$ cat src/rtl/sample_frame_collector.sv
// Collects a serial signed sample stream into NUM_INPUT-wide frames, zero padded on early close.
// Valid/ready on both sides; a frame is presented one cycle after its closing sample is accepted.
module sample_frame_collector #(
    parameter int NUM_INPUT = 4,
    parameter int WIDTH_IN  = 16
) (
    input  logic                       clk,
    input  logic                       rst,
    input  logic                       s_valid,
    output logic                       s_ready,
    input  logic signed [WIDTH_IN-1:0] s_data,
    input  logic                       s_last,
    output logic                       m_valid,
    input  logic                       m_ready,
    output logic signed [WIDTH_IN-1:0] m_data [NUM_INPUT],
    output logic [$clog2(NUM_INPUT+1)-1:0] m_count
);

    localparam int IDX_W = (NUM_INPUT > 1) ? $clog2(NUM_INPUT) : 1;
    localparam int CNT_W = $clog2(NUM_INPUT + 1);
    localparam logic [IDX_W-1:0] LAST_IDX = IDX_W'(NUM_INPUT - 1);

    if (NUM_INPUT < 1 || WIDTH_IN <= 0) begin : g_bad_params
        $error("sample_frame_collector: NUM_INPUT must be >= 1 and WIDTH_IN > 0");
    end

    typedef enum logic {FILL, FULL} state_t;

    state_t                      state, state_nxt;
    logic [IDX_W-1:0]            idx, idx_nxt;
    logic [CNT_W-1:0]            count, count_nxt;
    logic signed [WIDTH_IN-1:0]  slot     [NUM_INPUT];
    logic signed [WIDTH_IN-1:0]  slot_nxt [NUM_INPUT];

    logic accept;
    logic handoff;
    logic closing;

    assign s_ready = !rst && ((state == FILL) || m_ready);
    assign m_valid = (state == FULL);
    assign accept  = s_valid && s_ready;
    assign handoff = m_valid && m_ready;
    // idx is always 0 while FULL, so this also covers the handoff+accept restart.
    assign closing = accept && (s_last || (idx == LAST_IDX));

    assign m_data  = slot;
    assign m_count = count;

    always_comb begin
        state_nxt = state;
        idx_nxt   = idx;
        count_nxt = count;
        slot_nxt  = slot;
        case (state)
            FILL: begin
                if (accept) begin
                    slot_nxt[idx] = s_data;
                    if (closing) begin
                        state_nxt = FULL;
                        count_nxt = CNT_W'(idx) + CNT_W'(1);
                        idx_nxt   = '0;
                    end else begin
                        idx_nxt = idx + IDX_W'(1);
                    end
                end
            end
            FULL: begin
                if (handoff) begin
                    for (int i = 0; i < NUM_INPUT; i++) slot_nxt[i] = '0;
                    state_nxt = FILL;
                    count_nxt = '0;
                    idx_nxt   = '0;
                    // Old frame leaves and the new one starts in slot 0 in the same cycle.
                    if (accept) begin
                        slot_nxt[0] = s_data;
                        if (closing) begin
                            state_nxt = FULL;
                            count_nxt = CNT_W'(1);
                        end else begin
                            idx_nxt = IDX_W'(1);
                        end
                    end
                end
            end
            default: state_nxt = FILL;
        endcase
    end

    always_ff @(posedge clk) begin
        if (rst) begin
            state <= FILL;
            idx   <= '0;
            count <= '0;
            for (int i = 0; i < NUM_INPUT; i++) slot[i] <= '0;
        end else begin
            state <= state_nxt;
            idx   <= idx_nxt;
            count <= count_nxt;
            slot  <= slot_nxt;
        end
    end

endmodule

$ cat config.mk
export PLATFORM = sky130hd
export DESIGN_NAME = sample_frame_collector
export DESIGN_NICKNAME = d
export VERILOG_FILES = /design/src/rtl/sample_frame_collector.sv
export SDC_FILE = /design/constraint.sdc
export NUM_CORES = 1
export LEC_CHECK = 0
export ABC_AREA = 1
export CAP_MARGIN = 20
export CORE_MARGIN = 3
export CORE_UTILIZATION = 46
export DETAILED_ROUTE_END_ITERATION = 8
export PLACE_DENSITY = 0.8
export SLEW_MARGIN = 20
export SYNTH_ARGS = -nofsm -noshare
export SYNTH_HDL_FRONTEND = slang
export SYNTH_SLANG_ARGS = --single-unit
$ cat constraint.sdc
create_clock -name clk -period 1.77 [get_ports clk]
set_input_delay 0.531 -clock clk [delete_from_list [all_inputs] [get_ports clk]]
set_output_delay 0.531 -clock clk [all_outputs]
set_load 0.1 [all_outputs]
Yosys cells after proc, flatten, opt, wreduce, memory -nomap -nowiden
Cells that the tools add are included.
{ "totals": {"wordCells": 50, "register_bits": 70, "inputBits": 21} }
{ "classes": {"reduce_logical": 10, "eq_ne": 4, "order_cmp": 2, "n_bitwise": 2, "mux": 23, "addsub": 2} }
{ "ops": {"columns": ["op", "count"], "rows": [
  ["64-bit 2-to-1 mux", 2],
  ["64-bit one-hot mux with 2 select lines", 1],
  ["64-bit bitwise mux", 1],
  ["16-bit demux with 2-bit select", 1],
  ["16-bit 2-to-1 mux", 2],
  ["3-bit 2-to-1 mux", 3],
  ["1-bit 2-to-1 mux", 7],
  ["2-bit 2-to-1 mux", 3],
  ["3-bit one-hot mux with 2 select lines", 1],
  ["1-bit logical AND", 5],
  ["2-bit inequality test (second input constant)", 2],
  ["2-bit one-hot mux with 2 select lines", 1],
  ["2-bit by 1-bit adder with 3-bit output (second input constant)", 1],
  ["3-bit >= comparator (second input constant)", 1],
  ["3-bit by 1-bit less-than comparator with 1-bit output (second input constant)", 1],
  ["2-bit inverter with 3-bit output", 1],
  ["3-bit AND reduction", 1],
  ["2-bit by 1-bit adder with 2-bit output (second input constant)", 1],
  ["2-bit equality test (second input constant)", 1],
  ["1-bit logical OR", 2],
  ["2-bit by 1-bit inequality test with 1-bit output (second input constant)", 1],
  ["1-bit one-hot mux with 2 select lines", 1],
  ["2-bit AND reduction", 1],
  ["1-bit zero test", 1],
  ["1-bit inverter", 1]
]} }

Longest topological paths before layout
{ "logic_depth": {"word_depth": 9, "ltp_mapped": 10} }

Worst setup path after synthesis
OpenSTA, ideal clock, no wires.
{ "synth_path": {"path_kind": "register to register", "from": "register state (netlist: m_valid)", "to": "register count[0] (netlist: m_count[0])", "setup_ps": 126, "t_arrival_ps": 3237, "path_stages_with_launch": 7, "slack_ps": -1594, "required_ps": 1644, "path_cell_list": "dfxtp_1 buf_4 buf_6 a21oi_1 nand4_1 nand4_1 o21ai_0"} }
{ "synth_via": {"elab_chain_cells": 9, "word_cells_on_any_way": 14, "cone_classes": "eq/ne: 3; mux: 4; bitwise: 1; reduce/logical: 6"} }
{ "synth_lines": {"columns": ["item", "line", "text"], "rows": [
  ["start: declaration", "29", "state_t state, state_nxt;"],
  ["start signal: assignment", "96", "state <= state_nxt;"],
  ["1-bit inverter *", null, null],
  ["1-bit logical OR *", "39", "assign s_ready = !rst && ((state == FILL) || m_ready);"],
  ["1-bit logical AND *", "39", null],
  ["via s_ready", "10", "output logic s_ready,"],
  ["1-bit logical AND *", "41", "assign accept = s_valid && s_ready;"],
  ["1-bit logical AND", "44", "assign closing = accept && (s_last || (idx == LAST_IDX));"],
  ["1-bit 2-to-1 mux", "76", "if (closing) begin"],
  ["1-bit 2-to-1 mux", "74", "if (accept) begin"],
  ["3-bit 2-to-1 mux", "68", "if (handoff) begin"],
  ["3-bit one-hot mux with 2 select lines", "54", "case (state)"],
  ["end signal: assignment", "98", "count <= count_nxt;"],
  ["end: declaration", "31", "logic [CNT_W-1:0] count, count_nxt;"]
]} }
Mark *: on every way through the listed nets, which the timed path passes. The rest lies on a longest branch. The select of a mux whose other input is x is not followed.
A chain may end at the register's enable or synchronous reset.

Worst setup path after layout
{ "layout_path": {"from": "register state (netlist: m_valid)", "to": "output s_ready"} }
{ "layout_via": {"elab_chain_cells": 3} }
{ "layout_lines": {"columns": ["item", "line"], "rows": [
  ["1-bit inverter", null],
  ["1-bit logical OR", "39"],
  ["1-bit logical AND", "39"],
  ["end: declaration", "10"]
]} }
No other way between the ends.

==> metrics.txt <==
CTS Root Cell clkbuf_8; crit-path cells a21oi_4 > buf_12; Synth area leaders dfxtp_1 (50%), nand2_1 (13%), a21oi_1 (9.8%); DR iter-0 viols 303; post-layout net count 489; first-pass GRT wire length 13900 µm; Hold WC Path Type flop to flop; Period minus WS final 1.73 ns; Least-Margin Pin Slew 0.652 ns; GRT Util Overall 24.5%; DR vias ~2900; pin count of the biggest net entering global routing 33; cell area after layout roughly 0.0047 mm²; Residual DRC 0; Setup CP Type flop to primary output; xor/xnor share of the synthesized area 0%; post-route ant nets 0; PwrDens between 700 and 800 mW/mm²; critical path peak fanout 17; worst path arrival time 1.20 ns; vias in the first global route 2909; worst r2r src m_valid; post-placement cell area 0.00454 mm²; Avg Synthesized Cell Area 7.62 µm²; Die Height 84.1 µm; Yosys top cell by area dfxtp_1; Most used DFF post-synth dfxtp_1; final hold viol count 0; Max Cap Viol 0; CTS sink cnt 70; Synth Area in Compound Gates 11.6%; worst hold slack 0.499 ns; Post-Synth Simple-Gate Area 30.0%; status complete, no violations; post-synth top area share around 50%; Post-Synthesis Cells 368; Clock Path Buffers 2; Wirelength per Cell 15.6 µm; CTS clk-pin slew, worst paths around 0.07 ns; Lkg Pwr approximately 1.8 nW; Die Area roughly 0.007 mm²; Num CTS Buffers 9; register area share after synthesis 50.0%; WP buf/inv 1; Final WS setup 0.0372 ns; layout cells sized above 1 24.6%; port buffer count 89; Max IR drop VDD around 0.55 mV; Ports 90; mux contribution to synthesized area 0%; initial cell density of the core 49.1%; clk_lat worst skew 0.34 ns; Synth Area in Adders 1.79%; synthesized cell area 0.00280 mm²; FF+latch count, synth 70; num rows 27; Peak Freq between 500 and 600 MHz; Async S/R FF share, synth 0%; distinct cell type count after synthesis 24; max-slew violations 0; Worst path slowest cell dfxtp_4; Hold Crit Start m_data[24]; RD Place Congestion roughly 0.9; dpl ws -0.357 ns; crit-path leading delay family flip-flops; CP required 1.24 ns; Critical path origin m_valid; final total power 3.60 mW; Detailed Routing Iterations Pass 1 4; Final HPWL DP around 6000 µm; crit path launch type flop; crit path capture type primary output; Final Setup Violations 0; Layout area overhead 69.1%; n_diodes 0; chip width 84.1 µm; Congestion Overflow GR 0; CTS tree yes; htree depth 3; Ys Warns 0; Post-Route WL roughly 8400 µm; post-DR vias/cell 5.36; initial antenna violation count 0; largest family of logic cells by synthesized area simple AND/OR/NAND/NOR gates; slew margin rel. 56.5%; Final Cycle Share ~98%; number of synthesized flops with an enable pin 0; Worst Clk Skew approximately 0.0085 ns; core box area 0.00571 mm²; max incr delay on CP ~0.44 ns; Syn Nets between 300 and 400
==> report_power, final <==
group / total [mW] / internal (mW) / switching, mW
clock: 1.18 / 0.628 / 0.549
combinational: 0.766 / 0.280 / 0.485
sequential: 1.66 / 1.61 / 0.0468
==> metal layers <==
| metal | global-route usage, % | up-vias | share of wire [%] |
|---|---|---|---|
| li1 | - | 1391 | - |
| met1 | 29.7 | 1362 | 40 |
| met2 | 41.0 | 128 | 51 |
| met3 | 8.39 | 16 | 8.0 |
| met4 | 7.46 | 0 | 1.5 |
| met5 | 0 | - | 0 |
==> per-stage QoR <==
| step | util (%) | instances | setup TNS [ns] |
|---|---|---|---|
| 2_1_floorplan | - | 368 | -0.392 |
| 3_3_place_gp | 79.5 | 524 | -15.14 |
| 3_5_place_dp | 79.5 | 524 | -18.34 |
| 4_1_cts | 82.8 | 540 | 0 |
| 5_1_grt | 83.0 | 540 | -0.000540 |
| 6_report | 83.0 | 540 | 0 |
==> state kept, by name, summed over array words and instances, names as in the netlist <==
register  cells
m_data       64
m_count       3
idx           2
m_valid       1
==> logic make-up after synthesis <==
group | Yosys count
simple gates | 196
flops | 70
fa+ha+maj | 4
compound gates | 62
buf+inv | 36
==> worst paths after layout <==
check                     to  slack, ns  cells after the start
setup / recovery     s_ready       0.04                      2
hold / removal    m_data[24]       0.50                      2
setup reg to reg   m_data[2]       0.20                      7
hold reg to reg   m_data[24]       0.50                      2
==> layout by cell type, fill, tap and decap left out, types with 4 or more instances in the layout <==
cell / n
buf_12: 73
inv_1: 9
buf_4: 16
a21oi_1: 54
nand2_1: 99
nand3_1: 52
clkbuf_8: 10
dfxtp_1: 69
nor2_1: 37
clkdlybuf4s50_1: 18
ha_1: 4
clkbuf_1: 4
==> worst register-to-register path: stages, from the launching register on <==
cell,delay (ns)
dfxtp_4,0.52
nand2_2,0.13
nand3_4,0.09
nand2_4,0.07
buf_12,0.15
o21ai_2,0.25
nand2_1,0.13
a21oi_1,0.17
==> what timing repair did <==
action / CTS / global route
hold buffers: 0 / 0
resized for setup: 2 / 2
setup buffers: 1 / 0
setup endpoints to repair: 3 / 4
pin swaps: 1 / 0
==> synthesized netlist by cell type (3+ instances only) <==
cell	number
ha_1	4
nor2_1	37
buf_2	10
nand2_1	99
a21oi_1	55
clkbuf_1	5
dfxtp_1	70
inv_1	10
nand3_1	52
o21ai_2	3
buf_4	7
==> cell type report <==
| type | instances | area [µm²] |
|---|---|---|
| flip-flops and latches | 70 | 1410 |
| inverters | 12 | 47.5 |
| well taps | 72 | 90.1 |
| multi-input cells | 262 | 1240 |
| clock buffers | 15 | 178 |
| fillers | 336 | 970 |
| repair buffers | 109 | 1780 |
Note: power is estimated with default switching activity, not from simulation.
